--- config.mk ---
export PLATFORM = sky130hd
export DESIGN_NAME = vxe_cu_mvpu_fwd_unit
export DESIGN_NICKNAME = d
export VERILOG_FILES = /design/src/rtl/vxe_cu_mvpu_fwd_unit_pkg.sv /design/src/rtl/vxe_cu_fwd_fifo.sv /design/src/rtl/vxe_cu_mvpu_fwd_unit.sv
export SDC_FILE = /design/constraint.sdc
export NUM_CORES = 1
export LEC_CHECK = 0
export CORE_ASPECT_RATIO = 0.7
export CORE_MARGIN = 2
export CORE_UTILIZATION = 55
export CTS_CLUSTER_SIZE = 25
export DETAILED_ROUTE_END_ITERATION = 7
export MAX_ROUTING_LAYER = met4
export PLACE_DENSITY = 0.77
export SLEW_MARGIN = 20
export SYNTH_ARGS = -nofsm -noshare
export SYNTH_HDL_FRONTEND = slang
export SYNTH_SLANG_ARGS = --single-unit
--- constraint.sdc ---
create_clock -name clk -period 19.9 [get_ports clk]
set_clock_uncertainty 0.05 [all_clocks]
set_input_delay 3.98 -clock clk [delete_from_list [all_inputs] [get_ports clk]]
set_output_delay 3.98 -clock clk [all_outputs]
set_load 0.02 [all_outputs]
--- src/rtl/vxe_cu_mvpu_fwd_unit_pkg.sv ---
// Shared VxE control-unit command field widths and VPU opcode encodings.
// Imported by the forwarding unit and its per-channel FIFO.
package vxe_cu_mvpu_fwd_unit_pkg;

    localparam int VXE_CU_OP_W = 5;
    localparam int VXE_CU_TH_W = 3;
    localparam int VXE_CU_PL_W = 48;

    typedef enum logic [VXE_CU_OP_W-1:0] {
        VPU_OP_NOP    = 5'd0,
        VPU_OP_LOAD   = 5'd1,
        VPU_OP_STORE  = 5'd2,
        VPU_OP_MAC    = 5'd3,
        VPU_OP_ADD    = 5'd4,
        VPU_OP_MUL    = 5'd5,
        VPU_OP_ACT    = 5'd6,
        VPU_OP_BCAST  = 5'd7,
        VPU_OP_SYNC   = 5'd8,
        VPU_OP_CFG    = 5'd9
    } vpu_op_e;

endpackage

--- src/rtl/vxe_cu_fwd_fifo.sv ---
// Per-channel command FIFO, 2**DEPTH_POW2 entries, head read straight from storage registers.
// Latency: a push becomes visible at the head one edge later; no empty-FIFO bypass.
// Backpressure: push is ignored when full, pop ignored when empty; full drops the edge after a pop.
module vxe_cu_fwd_fifo
    import vxe_cu_mvpu_fwd_unit_pkg::*;
#(
    parameter int WIDTH      = VXE_CU_OP_W + VXE_CU_TH_W + VXE_CU_PL_W,
    parameter int DEPTH_POW2 = 2
) (
    input  logic                  clk,
    input  logic                  rst,
    input  logic                  push,
    input  logic [WIDTH-1:0]      data,
    input  logic                  pop,
    output logic [WIDTH-1:0]      head,
    output logic                  empty,
    output logic                  full,
    output logic [DEPTH_POW2:0]   count
);

    localparam int DEPTH = 1 << DEPTH_POW2;
    localparam int AW    = DEPTH_POW2;
    localparam int CW    = DEPTH_POW2 + 1;

    logic [WIDTH-1:0] mem [DEPTH];
    logic [AW-1:0]    rd_ptr;
    logic [AW-1:0]    wr_ptr;
    logic             push_en;
    logic             pop_en;

    assign push_en = push & ~full;
    assign pop_en  = pop & ~empty;

    always_ff @(posedge clk or posedge rst) begin
        if (rst) begin
            rd_ptr <= '0;
            wr_ptr <= '0;
            count  <= '0;
            for (int i = 0; i < DEPTH; i++) begin
                mem[i] <= '0;
            end
        end else begin
            if (push_en) begin
                mem[wr_ptr] <= data;
                wr_ptr      <= wr_ptr + AW'(1);
            end
            if (pop_en) begin
                rd_ptr <= rd_ptr + AW'(1);
            end
            case ({push_en, pop_en})
                2'b10:   count <= count + CW'(1);
                2'b01:   count <= count - CW'(1);
                default: count <= count;
            endcase
        end
    end

    assign head  = mem[rd_ptr];
    assign empty = (count == '0);
    assign full  = (count == CW'(DEPTH));

endmodule

--- src/rtl/vxe_cu_mvpu_fwd_unit.sv ---
// Multi-channel VPU command forwarder: masks one CU command into any subset of per-VPU FIFOs.
// Latency: 1 cycle from accepted write to sel on each destination channel.
// Backpressure: rdy is low whenever any channel FIFO is full, so broadcasts never split.
module vxe_cu_mvpu_fwd_unit
    import vxe_cu_mvpu_fwd_unit_pkg::*;
#(
    parameter int NVPU       = 2,
    parameter int DEPTH_POW2 = 2,
    parameter int OP_W       = VXE_CU_OP_W,
    parameter int TH_W       = VXE_CU_TH_W,
    parameter int PL_W       = VXE_CU_PL_W
) (
    input  logic                 clk,
    input  logic                 rst,
    output logic                 o_fwd_vpu_rdy,
    input  logic [OP_W-1:0]      i_fwd_vpu_op,
    input  logic [TH_W-1:0]      i_fwd_vpu_th,
    input  logic [PL_W-1:0]      i_fwd_vpu_pl,
    input  logic [NVPU-1:0]      i_fwd_vpu_dst,
    input  logic                 i_fwd_vpu_wr,
    output logic [NVPU-1:0]      o_vpu_cmd_sel,
    input  logic [NVPU-1:0]      i_vpu_cmd_ack,
    output logic [NVPU*OP_W-1:0] o_vpu_cmd_op,
    output logic [NVPU*TH_W-1:0] o_vpu_cmd_th,
    output logic [NVPU*PL_W-1:0] o_vpu_cmd_pl,
    output logic [NVPU-1:0]      o_vpu_busy,
    output logic                 o_pipes_active
);

    localparam int W = OP_W + TH_W + PL_W;

    logic [NVPU-1:0] ch_full;
    logic [NVPU-1:0] ch_empty;
    logic [W-1:0]    wr_data;
    logic            accept;

    // Readiness depends only on FIFO state, never on the incoming mask or strobe.
    assign o_fwd_vpu_rdy = ~|ch_full;
    assign accept        = i_fwd_vpu_wr & o_fwd_vpu_rdy;
    assign wr_data       = {i_fwd_vpu_op, i_fwd_vpu_th, i_fwd_vpu_pl};

    for (genvar k = 0; k < NVPU; k++) begin : g_ch
        logic [W-1:0]          head;
        logic [DEPTH_POW2:0]   count;

        vxe_cu_fwd_fifo #(
            .WIDTH      (W),
            .DEPTH_POW2 (DEPTH_POW2)
        ) u_fifo (
            .clk   (clk),
            .rst   (rst),
            .push  (accept & i_fwd_vpu_dst[k]),
            .data  (wr_data),
            .pop   (i_vpu_cmd_ack[k]),
            .head  (head),
            .empty (ch_empty[k]),
            .full  (ch_full[k]),
            .count (count)
        );

        assign o_vpu_cmd_sel[k]               = ~ch_empty[k];
        assign o_vpu_busy[k]                  = |count;
        assign o_vpu_cmd_op[k*OP_W +: OP_W]   = head[W-1 -: OP_W];
        assign o_vpu_cmd_th[k*TH_W +: TH_W]   = head[PL_W +: TH_W];
        assign o_vpu_cmd_pl[k*PL_W +: PL_W]   = head[PL_W-1:0];
    end

    assign o_pipes_active = |o_vpu_busy;

endmodule

---- Word level (Yosys, flattened, before mapping) ----
Index checks and enable logic that the tools add are counted.
W data, S select, Z words.
operators by class
  add/sub/neg operators ................... 8
  magnitude comparators ................... 6
  equality and inequality tests ........... 6
  mux-type cells .......................... 14
  bitwise gates (word level) .............. 15
  reduce and logical (&&, ||, !) cells .... 11
operators with widths
  kind                   number
  $bwmux W224            2
  $mux W56               6
  $bmux W56 S2           2
  $demux W56 S2          2
  $ge A3 B3 Y1 const B   4
  $not A2 Y3             4
  $pmux W3 S2            2
  $add A2 B1 Y2 const B  4
  $and A1 B1 Y1          7
  $add A3 B1 Y3 const B  2
  $eq A3 B3 Y1 const B   2
  $logic_not A3 Y1       2
  $lt A3 B1 Y1 const B   2
  $reduce_or A3 Y1       2
  $reduce_or A6 Y1       1
  $sub A3 B1 Y3 const B  2
  $eq A2 B1 Y1 const B   2
  $eq A2 B2 Y1 const B   2
  $not A1 Y1             4
  $reduce_bool A2 Y1     2
  $logic_and A1 B1 Y1    2
  $reduce_or A2 Y1       1
  $logic_not A1 Y1       1
storage, ports and cells
  bits in registers ....................... 462
  bits of input ports ..................... 63

---- Logic depth before layout (Yosys ltp) ----
  depth after elaboration ................. 8
  mapped depth ............................ 10
  gate-level depth less buffers ........... 9

---- Cells and area by module ----
A second synthesis with hierarchy kept.
unflattened totals
  cells, all modules ...................... 1,170
  area, all modules ....................... 20,302.0 um^2
by module, submodules not included
  module                times used  cells each  area each (um^2)  seq. area each (um^2)
  vxe_cu_fwd_fifo       2           581         10,127.2          5,780.5
  vxe_cu_mvpu_fwd_unit  1           8           47.5              0.0

---- Least setup slack after synthesis ----
Ideal clock, no wire load.
  kind .................................... register -> output
  start point ............................. register g_ch[0].u_fifo.rd_ptr[0]
  end point ............................... output o_vpu_cmd_pl[37]
  arrival time ............................ 1.633 ns
  setup slack ............................. 14.237 ns
  stages on the path, launching flop included .. 5
  cell sequence ........................... dfrtp_1 > clkbuf_1 > buf_2 > buf_2 > mux4_2
between the ends
  longest elaborated chain between the ends .. 4
RTL lines
  element                                      RTL line                    text
  from (decl)                                  vxe_cu_fwd_fifo.sv:26       logic [AW-1:0] rd_ptr;
  from (signal assigned)                       vxe_cu_fwd_fifo.sv:48       rd_ptr <= rd_ptr + AW'(1);
  $not A2 Y3 (not written as such)             vxe_cu_fwd_fifo.sv:58       assign head = mem[rd_ptr];
  $bmux W56 S2                                 vxe_cu_fwd_fifo.sv:58
  $mux W56 (not written as such) (2 in a row)  vxe_cu_fwd_fifo.sv:58
  to (decl)                                    vxe_cu_mvpu_fwd_unit.sv:25  output logic [NVPU*PL_W-1:0] o_vpu_cmd_pl,
No other way between the ends. The select of a mux whose other input is x is not followed.

---- Worst setup path in the final report ----
  start point ............................. register g_ch[0].u_fifo.rd_ptr[0]
  end point ............................... output o_vpu_cmd_pl[20]
Same word-level chain as after synthesis.

==> qor.csv <==
stage,metric,value,unit
run_status,status,"finished, final reports clean",
sta,post-layout min period,7358,ps
floorplan,Core Region,38660,sq um
logic_synthesis,Syn Inst Count,1165,
global_route,largest net degree at the start of global routing,171,
setup_path,Crit-path slowest cell,dfrtp_4,
power_and_ir_drop,Net Sw Frac,32.40,%
sta,Final period util,36.98,%
power_and_ir_drop,combinational power share,46.7,%
power_and_ir_drop,VDD IR max,0.1094,mV
sta,Slew @ Worst Pin,996.6,ps
sta,Setup Viol. Count Final,0,
clocking,setup bufs post-CTS,0,
clocking,clk_lat worst skew,560,ps
route,DRT iter0 DRCs,642,
route,"antenna viol nets, final",0,
floorplan,total die area,41090,sq um
logic_synthesis,Synth top area share,53.27,%
global_route,total gr overflow,0,
setup_path,Critical Path Fanout Max,34,
layout,Area Growth Syn to Fin,14.94,%
layout,Post-Layout Cell Count,1897,
power_and_ir_drop,switching power,1.560,mW
layout,"commonest non-fill, non-tap cell in the layout",dfrtp_1,
floorplan,die width,241.4,um
logic_synthesis,Yosys cell types,25,
global_route,initial antenna violation count,2,
logic_synthesis,post-synthesis sequential area ratio,53.27,%
hold_path,hold path depth,1,
logic_synthesis,synth warn,0,
clocking,CTS tree,yes,
floorplan,I/O pin count,181,
layout,"commonest non-fill, non-tap cells in the layout","dfrtp_1, mux2_4, clkdlybuf4s50_1",
sta,Slew HR,33.56,%
route,DR vias,10900,
power_and_ir_drop,Pwr Density,193.0,nW/um^2
logic_synthesis,synthesized flop and latch total,462,
flow_run,Max-Cap Viols,0,
setup_path,delay of the slowest critical-path stage,790,ps
logic_synthesis,Syn Nets,1240,
route,vias per cell,5.745,
logic_synthesis,post-synthesis area per instance,18.63,sq um
clocking,CTS Root Cell,clkbuf_16,
clocking,clock sink count,462,
sta,Hold WS,450.4,ps
clocking,Clock transition at path regs,60,ps
sta,setup ws final,12540,ps
sta,RSZ-0062 raised after global routing,false,
place,routability cong.,0.7387,
layout,Nets,1412,
place,DP HPWL,26830,um
power_and_ir_drop,clock share of power,17.5,%
place,post-placement cell count,1818,
global_route,GR Util All Layers,24.02,%
setup_path,critical path type,flop to output port,
setup_path,crit-path cells,buf_4 -> mux4_2 -> clkdlybuf4s50_1,
sta,"Slew Viols, Final",0,
layout,layout cells sized above 1,48.83,%
sta,Hold Fails Final Rpt,0,
layout,Post-Route Utilization,64.52,%
power_and_ir_drop,Int Power,3.255,mW
logic_synthesis,synthesized cell area,21700,sq um
global_route,first-pass GRT wire length,72420,um
clocking,post_cts resized,0,
setup_path,Buf/Inv on CP,2,
sta,FMAX,135.9,MHz
setup_path,R2R cell count,6,
clocking,Num CTS Buffers,44,
setup_path,Required @ worst endpoint,15870,ps
setup_path,WP depth,3,
setup_path,Crit path max-delay family,buffers and inverters,
place,port bufs,180,
clocking,clk buf depth,3,
route,DRT Wirelength,46040,um
clocking,H-Tree Depth,2,
logic_synthesis,synth top area cells,"dfrtp_1, mux2_4, mux4_2",
route,mean routed wirelength per cell,24.27,um
setup_path,CP endpoint kind,output port,
power_and_ir_drop,LEAKAGE,10.67,nW
floorplan,initial core utilization,56.13,%
hold_path,hold crit path type,flop to flop,
sta,TNS Setup,0,ps
place,pre-CTS WS,12830,ps
floorplan,die height,170.2,um
route,router iterations before antenna repair,4,
setup_path,critical path startpoint category,flop,
floorplan,row count,60,
logic_synthesis,leading area contributor after synthesis,dfrtp_1,
setup_path,CP Data Arrival Time,3330,ps
route,post-route DRC violation count,0,
global_route,vias in the first global route,11740,
power_and_ir_drop,Sequential Power Share,35.8,%
clocking,Post-CTS Hold Buffers,0,
-- per-stage QoR --
step / cell area (sq um) / power [mW]
after detailed placement: 23500 / 3.990
final: 24950 / 4.815
after global placement: 23500 / 3.936
after CTS: 24940 / 4.861
after global routing: 24950 / 5.053
after floorplan: 21700 / 3.236
-- flip-flops by register name, indices dropped and copies added, names as in the netlist --
| name | count |
|---|---|
| g_ch.u_fifo.rd_ptr | 4 |
| g_ch.u_fifo.mem | 448 |
| g_ch.u_fifo.count | 6 |
| g_ch.u_fifo.wr_ptr | 4 |
-- final timing paths --
kind	from	end	slack [ps]
setup reg to reg	g_ch[0].u_fifo.count[2]	g_ch[1].u_fifo.mem[55]	16980
max in group asynchronous	rst	g_ch[1].u_fifo.mem[122]	13550
min in group asynchronous	rst	g_ch[0].u_fifo.mem[38]	3950
hold reg to reg	g_ch[0].u_fifo.mem[41]	g_ch[0].u_fifo.mem[41]	450
setup / recovery	g_ch[0].u_fifo.rd_ptr[0]	o_vpu_cmd_pl[20]	12540
hold / removal	g_ch[0].u_fifo.mem[41]	g_ch[0].u_fifo.mem[41]	450
-- routing by layer --
| metal | vias to the layer above | wire length [um] | global-route usage (%) |
|---|---|---|---|
| li1 | 4657 | - | - |
| met1 | 5986 | 22860 | 37.52 |
| met2 | 204 | 20460 | 33.68 |
| met3 | 51 | 2145 | 3.942 |
| met4 | 0 | 575 | 4.106 |
| met5 | - | 0 | - |
-- cells by family after synthesis --
kind of cell,Yosys count,share of synthesized area (%)
AOI/OAI and AO/OA,2,0.08073
DFF,462,53.27
and+or+nand+nor,22,1.205
xor gates and xnor gates,12,0.4843
adders and majority gates,12,0.7610
muxes,564,39.91
buffers and inverters,91,4.289
-- cell usage after synthesis --
| master | count |
|---|---|
| xnor2_1 | 6 |
| nor4b_4 | 7 |
| inv_1 | 13 |
| clkbuf_1 | 11 |
| mux4_2 | 112 |
| dfrtp_1 | 462 |
| nor3b_2 | 2 |
| buf_2 | 14 |
| nor3_1 | 2 |
| buf_4 | 13 |
| nor2_1 | 3 |
| ha_1 | 10 |
| buf_6 | 9 |
| mux2_2 | 170 |
| mux2i_1 | 2 |
| or2_2 | 1 |
| nand2_1 | 4 |
| o31a_1 | 2 |
| or3_1 | 2 |
| buf_12 | 28 |
| nor4b_2 | 1 |
| xor2_1 | 6 |
| mux2_4 | 280 |
| buf_1 | 3 |
| fa_1 | 2 |
-- power by group through the flow --
stage	clock, mW	combinational [mW]	sequential [mW]
finish	0.845	2.25	1.72
global route	0.903	2.36	1.79
CTS	0.863	2.27	1.73
detailed placement	0	2.26	1.73
global placement	0	2.23	1.71
floorplan	0	1.65	1.59
-- cell type report --
type / count / area [sq um]
diodes: 2 / 5.005
clock buffers: 65 / 1291
clock inverters: 12 / 145.1
fillers: 2673 / 13720
inverters: 13 / 56.30
multi-input cells: 612 / 9219
flip-flops and latches: 462 / 11570
well taps: 527 / 659.4
repair buffers: 204 / 1998
No activity file was read; power rests on OpenSTA's default activity.
==> patch 1: new RTL, same settings <==
`DEPTH_POW2` is set to 2 in 2 places; all go to 1. Comments in the files are not updated.
--- a/src/rtl/vxe_cu_fwd_fifo.sv
+++ b/src/rtl/vxe_cu_fwd_fifo.sv
@@ -6,5 +6,5 @@
 #(
     parameter int WIDTH      = VXE_CU_OP_W + VXE_CU_TH_W + VXE_CU_PL_W,
-    parameter int DEPTH_POW2 = 2
+    parameter int DEPTH_POW2 = 1
 ) (
     input  logic                  clk,
--- a/src/rtl/vxe_cu_mvpu_fwd_unit.sv
+++ b/src/rtl/vxe_cu_mvpu_fwd_unit.sv
@@ -6,5 +6,5 @@
 #(
     parameter int NVPU       = 2,
-    parameter int DEPTH_POW2 = 2,
+    parameter int DEPTH_POW2 = 1,
     parameter int OP_W       = VXE_CU_OP_W,
     parameter int TH_W       = VXE_CU_TH_W,
Formal check against the unedited RTL: not equivalent (Yosys sat finds a counterexample within 4 cycles, from zero or initial values and one cycle with rst high).
==> patch 1 against the original RTL <==
Synthesized area shrank 51%; worst setup slack gained 490 ps; final area shrank 47%; synthesized cell count down 45%; utilization up 4.9 points; routed wire length decreased by 51%; total power fell by 46%; sequential cell count is 230 lower; critical path type unchanged; largest power group unchanged.
==> patch 1: results (changes against the original RTL) <==
synth_cell_types: 21  # -16%
hp-start: "g_ch[1].u_fifo.mem[101]"
root_buffer: "clkbuf_16"
routedWlPerCell_um: 20.9  # -14%
post_cts_buffers: 0  # unchanged
async_flop_share_pct: 100  # unchanged
worstSetupStartpoint: "g_ch[1].u_fifo.rd_ptr"
clk_pin_slew_ps: 60  # about the same
fin_nets: 881  # -38%
yosysWarnings: 0  # unchanged
vias: 5934  # -46%
grt_pass1_vias: 6578  # -44%
place.gp.congestion: 0.827  # +12%
synth_area_per_cell_um2: 16.5  # -11%
wl_mm: 22.4  # -51%
timing.rr.start: "g_ch[1].u_fifo.count[0]"
vdd_drop_max_mv: 0.112  # +2.6%
p_leak_nw: 5.55  # -48%
dr.pass1.iters: 4  # unchanged
crit_family: "buffers and inverters"
grt_pass1_wl_mm: 35.8  # -51%
max_slew.worst_pin.slew_ps: 941  # -56.1 ps
dp.cells: 1034  # -43%
synth_common_cells: "mux2_2 (249), dfrtp_1 (232), mux2_4 (80)"
grt_max_degree: 151  # -12%
synthesis.nets: 706  # -43%
reg.largest.list: "g_ch.u_fifo.mem: 224 flops, g_ch.u_fifo.count: 4 flops"
port_buffers: 180  # unchanged
status: "completed"
clk_latency_ps: 500  # -60 ps
yosysSeqAreaShare_pct: 54.9  # +1.6 points
placed_cell_area_mm2: 0.0124  # -47%
synth_area_leaders: "dfrtp_1 (55%), mux2_2 (27%), mux2_4 (11%)"
htreeDepth: 1  # -1
worstPathMaxFanout: 30  # -12%
place_hpwl_mm: 14.6  # -46%
reg2regPathDepth: 4  # -2
cpMaxStageDelayCell: "dfrtp_2"
layout-drive-gt1-share_pct: 45.9  # -2.9 points
crit_path_max_incr_delay_ps: 860  # +70 ps
antenna_found_initial: 1  # -1
cts.path.max_buffers: 3  # unchanged
hold_depth: 1  # unchanged
crit_arrival_ps: 2830  # -500 ps
cts_resized: 0  # unchanged
grtUsageTotal_pct: 23.0  # -1.0 points
first_iter_violations: 288  # -55%
min-delay-path-class: "register to register"
p_sw_share_pct: 34.0  # +1.6 points
cts_buffers: 22  # -50%
patch 1: cell types whose count changed in the layout (fill, tap and decap cells not counted), sizes merged, moves of 6 or more:
cell    change
mux4      -112
buf        -13
clkbuf     -33
ha          -8
dfrtp     -230
inv        -12
nor4b       -6
mux2      -114
patch 1: worst reg2reg max path, cell delays in order (launching register included):
cell and delay (ps):
dfrtp_1 430, nor2b_1 750, nor4b_4 120, buf_4 370, mux2_4 410
patch 1: per-layer routing:
metal | up-vias | GRT usage (%) | share of wire (%)
met4 | 0 | 4.70 | 1.7
met2 | 128 | 37.0 | 48
met5 | - | - | 0
li1 | 2632 | - | -
met3 | 32 | 3.43 | 3.8
met1 | 3142 | 31.6 | 47
patch 1: layout make-up:
| class | instances | area [um^2] |
|---|---|---|
| sequential | 232 | 5810 |
| fill | 1253 | 5770 |
| multi-input combinational | 366 | 4360 |
| timing repair buffer | 191 | 1890 |
| clock buffer | 32 | 629 |
| tap | 242 | 303 |
| clock inverter | 6 | 83.8 |
| inverter | 3 | 23.8 |
| antenna | 1 | 2.50 |
patch 1: final timing paths:
path | slack, ps | to
worst max-delay path | 13040 | o_vpu_cmd_pl[76]
worst min-delay path | 440 | g_ch[1].u_fifo.mem[101]
worst max register to register | 17660 | g_ch[0].u_fifo.mem[20]
worst min register to register | 440 | g_ch[1].u_fifo.mem[101]
max in group asynchronous | 14550 | g_ch[1].u_fifo.rd_ptr
min in group asynchronous | 3990 | g_ch[1].u_fifo.mem[25]
patch 1: power by group through the flow:
stage | combinational, W | clock (W) | sequential (W)
6_report | 0.00130 | 0.000418 | 0.000864
5_1_grt | 0.00136 | 0.000446 | 0.000896
4_1_cts | 0.00131 | 0.000425 | 0.000866
3_5_place_dp | 0.00130 | 0 | 0.000871
3_3_place_gp | 0.00127 | 0 | 0.000853
2_1_floorplan | 0.000880 | 0 | 0.000802
patch 1: metrics by stage:
stage	worst slack (ps)	util (%)
final	13040	69.4
after global routing	12930	69.4
after CTS	12990	69.4
after detailed placement	13380	65.6
after global placement	13500	65.6
after floorplan	9510	-
patch 1: cell families after synthesis:
logic type               synth area share (%)
XOR/XNOR                                0.828
adder cells (fa/ha/maj)                 0.237
buffers and inverters                    3.88
flip-flops                               54.9
multiplexers                             38.6
AND/OR/NAND/NOR                          1.54
==> patch 2: new RTL, config.mk and constraints unchanged <==
Without the edit above. Reset style: synchronous (`rst`), changed in one clocked block.
--- a/src/rtl/vxe_cu_fwd_fifo.sv
+++ b/src/rtl/vxe_cu_fwd_fifo.sv
@@ -32,5 +32,5 @@
     assign pop_en  = pop & ~empty;
 
-    always_ff @(posedge clk or posedge rst) begin
+    always_ff @(posedge clk) begin
         if (rst) begin
             rd_ptr <= '0;
Formal check against the unedited RTL: differs if rst is asserted again (counterexample within 4 cycles, from zero or initial values and one cycle with rst high); with rst held inactive, the same outputs for 4 cycles.
==> patch 2 against the original RTL <==
Utilization is 0.063 points higher; worst setup slack better by 120 ps; sequential share of layout area is 13 points higher; critical path depth is the same; sequential cell count is 4 higher; synthesized cell count rose by 13%; synthesized area fell by 8.2%; routed wire length down 1.6%; final area fell by 7.4%.
Power is not compared: it rests on default switching activity, and its combinational part moved more than twofold at a synthesized area within 25%.
==> patch 2: results (changes against the original RTL) <==
synthAdderAreaFrac_pct: 0.327  # -0.43 points
crit_path_max_incr_delay_ps: 780
first_iter_violations: 1323  # +110%
place_hpwl_mm: 24.5  # -8.7%
antenna_found_initial: 0  # -2
port_buffers: 180  # unchanged
synth-xor-area-share_pct: 0.352  # -0.13 points
synthesis.nets: 1381  # +11%
reg2regPathDepth: 8  # +2
synth_common_cells: "edfxtp_1 (448), nor2_1 (430), mux4_2 (112)"
yosysWarnings: 0  # unchanged
grtUsageTotal_pct: 25.3  # +1.3 points
p_sw_share_pct: 28.9
yosysSeqAreaShare_pct: 69.4  # +16 points
synth_cell_types: 37  # +48%
routedWlPerCell_um: 23.6  # -2.7%
place.gp.congestion: 0.755  # +2.2%
max_slew.worst_pin.slew_ps: 1040  # +39.9 ps
nFillCells: 2503  # -6.4%
timing.rr.start: "g_ch[0].u_fifo.count[2]"
dp.cells: 1841  # +1.3%
crit_arrival_ps: 3210  # -120 ps
hp-start: "g_ch[1].u_fifo.rd_ptr[1]"
synth-compound-area-share_pct: 0.540  # +0.46 points
diodes: 0  # -2
multiInputGateArea_mm2: 0.00545  # -41%
hold_depth: 2  # +1
grt_pass1_vias: 11400  # -2.6%
grt_pass1_wl_mm: 68.6  # -5.2%
synth_area_per_cell_um2: 15.2  # -19%
dr.pass1.iters: 6  # +2
dp_slack_ps: 12800  # -28.9 ps
htreeDepth: 2  # unchanged
cts_resized: 0  # unchanged
grt_max_degree: 83  # -51%
r2r_end: "g_ch[1].u_fifo.count[2]"
synth_edf_count: 448  # +448
synth-main-ff-cell: "edfxtp_1"
fin_nets: 1473  # +4.3%
cpMaxStageDelayCell: "buf_4"
clk_latency_ps: 540  # -20 ps
synth_mux_area_share_pct: 12.8  # -27 points
worstPathMaxFanout: 39  # +15%
via_per_inst: 5.84  # +1.6%
hold_ws_ps: 478  # +27.7 ps
status: "completed"
worst_hold_path.endpoint: "g_ch[1].u_fifo.rd_ptr[1]"
r2r_slack_ps: 16580  # -400 ps
vdd_drop_max_mv: 0.0706
instances_no_fill: 1919  # +1.2%
layout-drive-gt1-share_pct: 15.8  # -33 points
async_flop_share_pct: 0  # -100 points
p_leak_nw: 7.82
cts_buffers: 43  # -2.3%
synth_area_leaders: "edfxtp_1 (68%), mux4_2 (13%), nor2_1 (8.1%)"
placed_cell_area_mm2: 0.0218  # -7.4%
-- patch 2: cell types whose count changed after synthesis, sizes merged, moves of 53 or more --
cell,change
nor2,+457
nand2b,+62
dfrtp,-462
buf,+53
mux2,-448
edfxtp,+448
-- patch 2: worst max-delay path by stage --
stage                       from                  endpoint  slack, ps  cells past startpoint
global placement    i_fwd_vpu_wr   g_ch[1].u_fifo.count[2]      12920                      9
detailed placement  i_fwd_vpu_wr   g_ch[1].u_fifo.count[2]      12800                      9
global route            register          o_vpu_cmd_pl[71]      12500                      3
finish                  register          o_vpu_cmd_pl[71]      12660                      3
CTS                     register          o_vpu_cmd_pl[71]      12590                      3
floorplan                    rst  g_ch[0].u_fifo.mem[0][0]      13290                      4
-- patch 2: power by group through the flow --
stage	logic (W)	registers [W]	clock network, W
floorplan	0.000481	0.00120	0
global placement	0.000732	0.00124	0
detailed placement	0.000738	0.00125	0
CTS	0.000742	0.00123	0.000803
global route	0.000773	0.00123	0.000842
finish	0.000734	0.00122	0.000797
-- patch 2: metal layers --
metal | vias to the layer above | global-route usage (%) | routed length (um) | part of all wire, %
met4 | 0 | 6.42 | 926 | 2.0
met1 | 5716 | 35.4 | 18600 | 41
li1 | 4894 | - | - | -
met2 | 533 | 39.6 | 21900 | 48
met3 | 59 | 4.07 | 3930 | 8.7
met5 | - | - | 0 | 0
-- patch 2: final cells by class --
| class | count | area share, % |
|---|---|---|
| clock inverters | 21 | 0.720 |
| clock buffers | 57 | 5.07 |
| inverters | 8 | 0.130 |
| repair buffers | 189 | 8.07 |
| flip-flops and latches | 466 | 59.8 |
| well taps | 480 | 2.60 |
| multi-input cells | 698 | 23.6 |
-- patch 2: worst max-delay path: cells and delay by family, from the launching register on --
kind	cells	cell delay, ps
buffers and inverters	2	1360
muxes	1	660
DFF	1	610
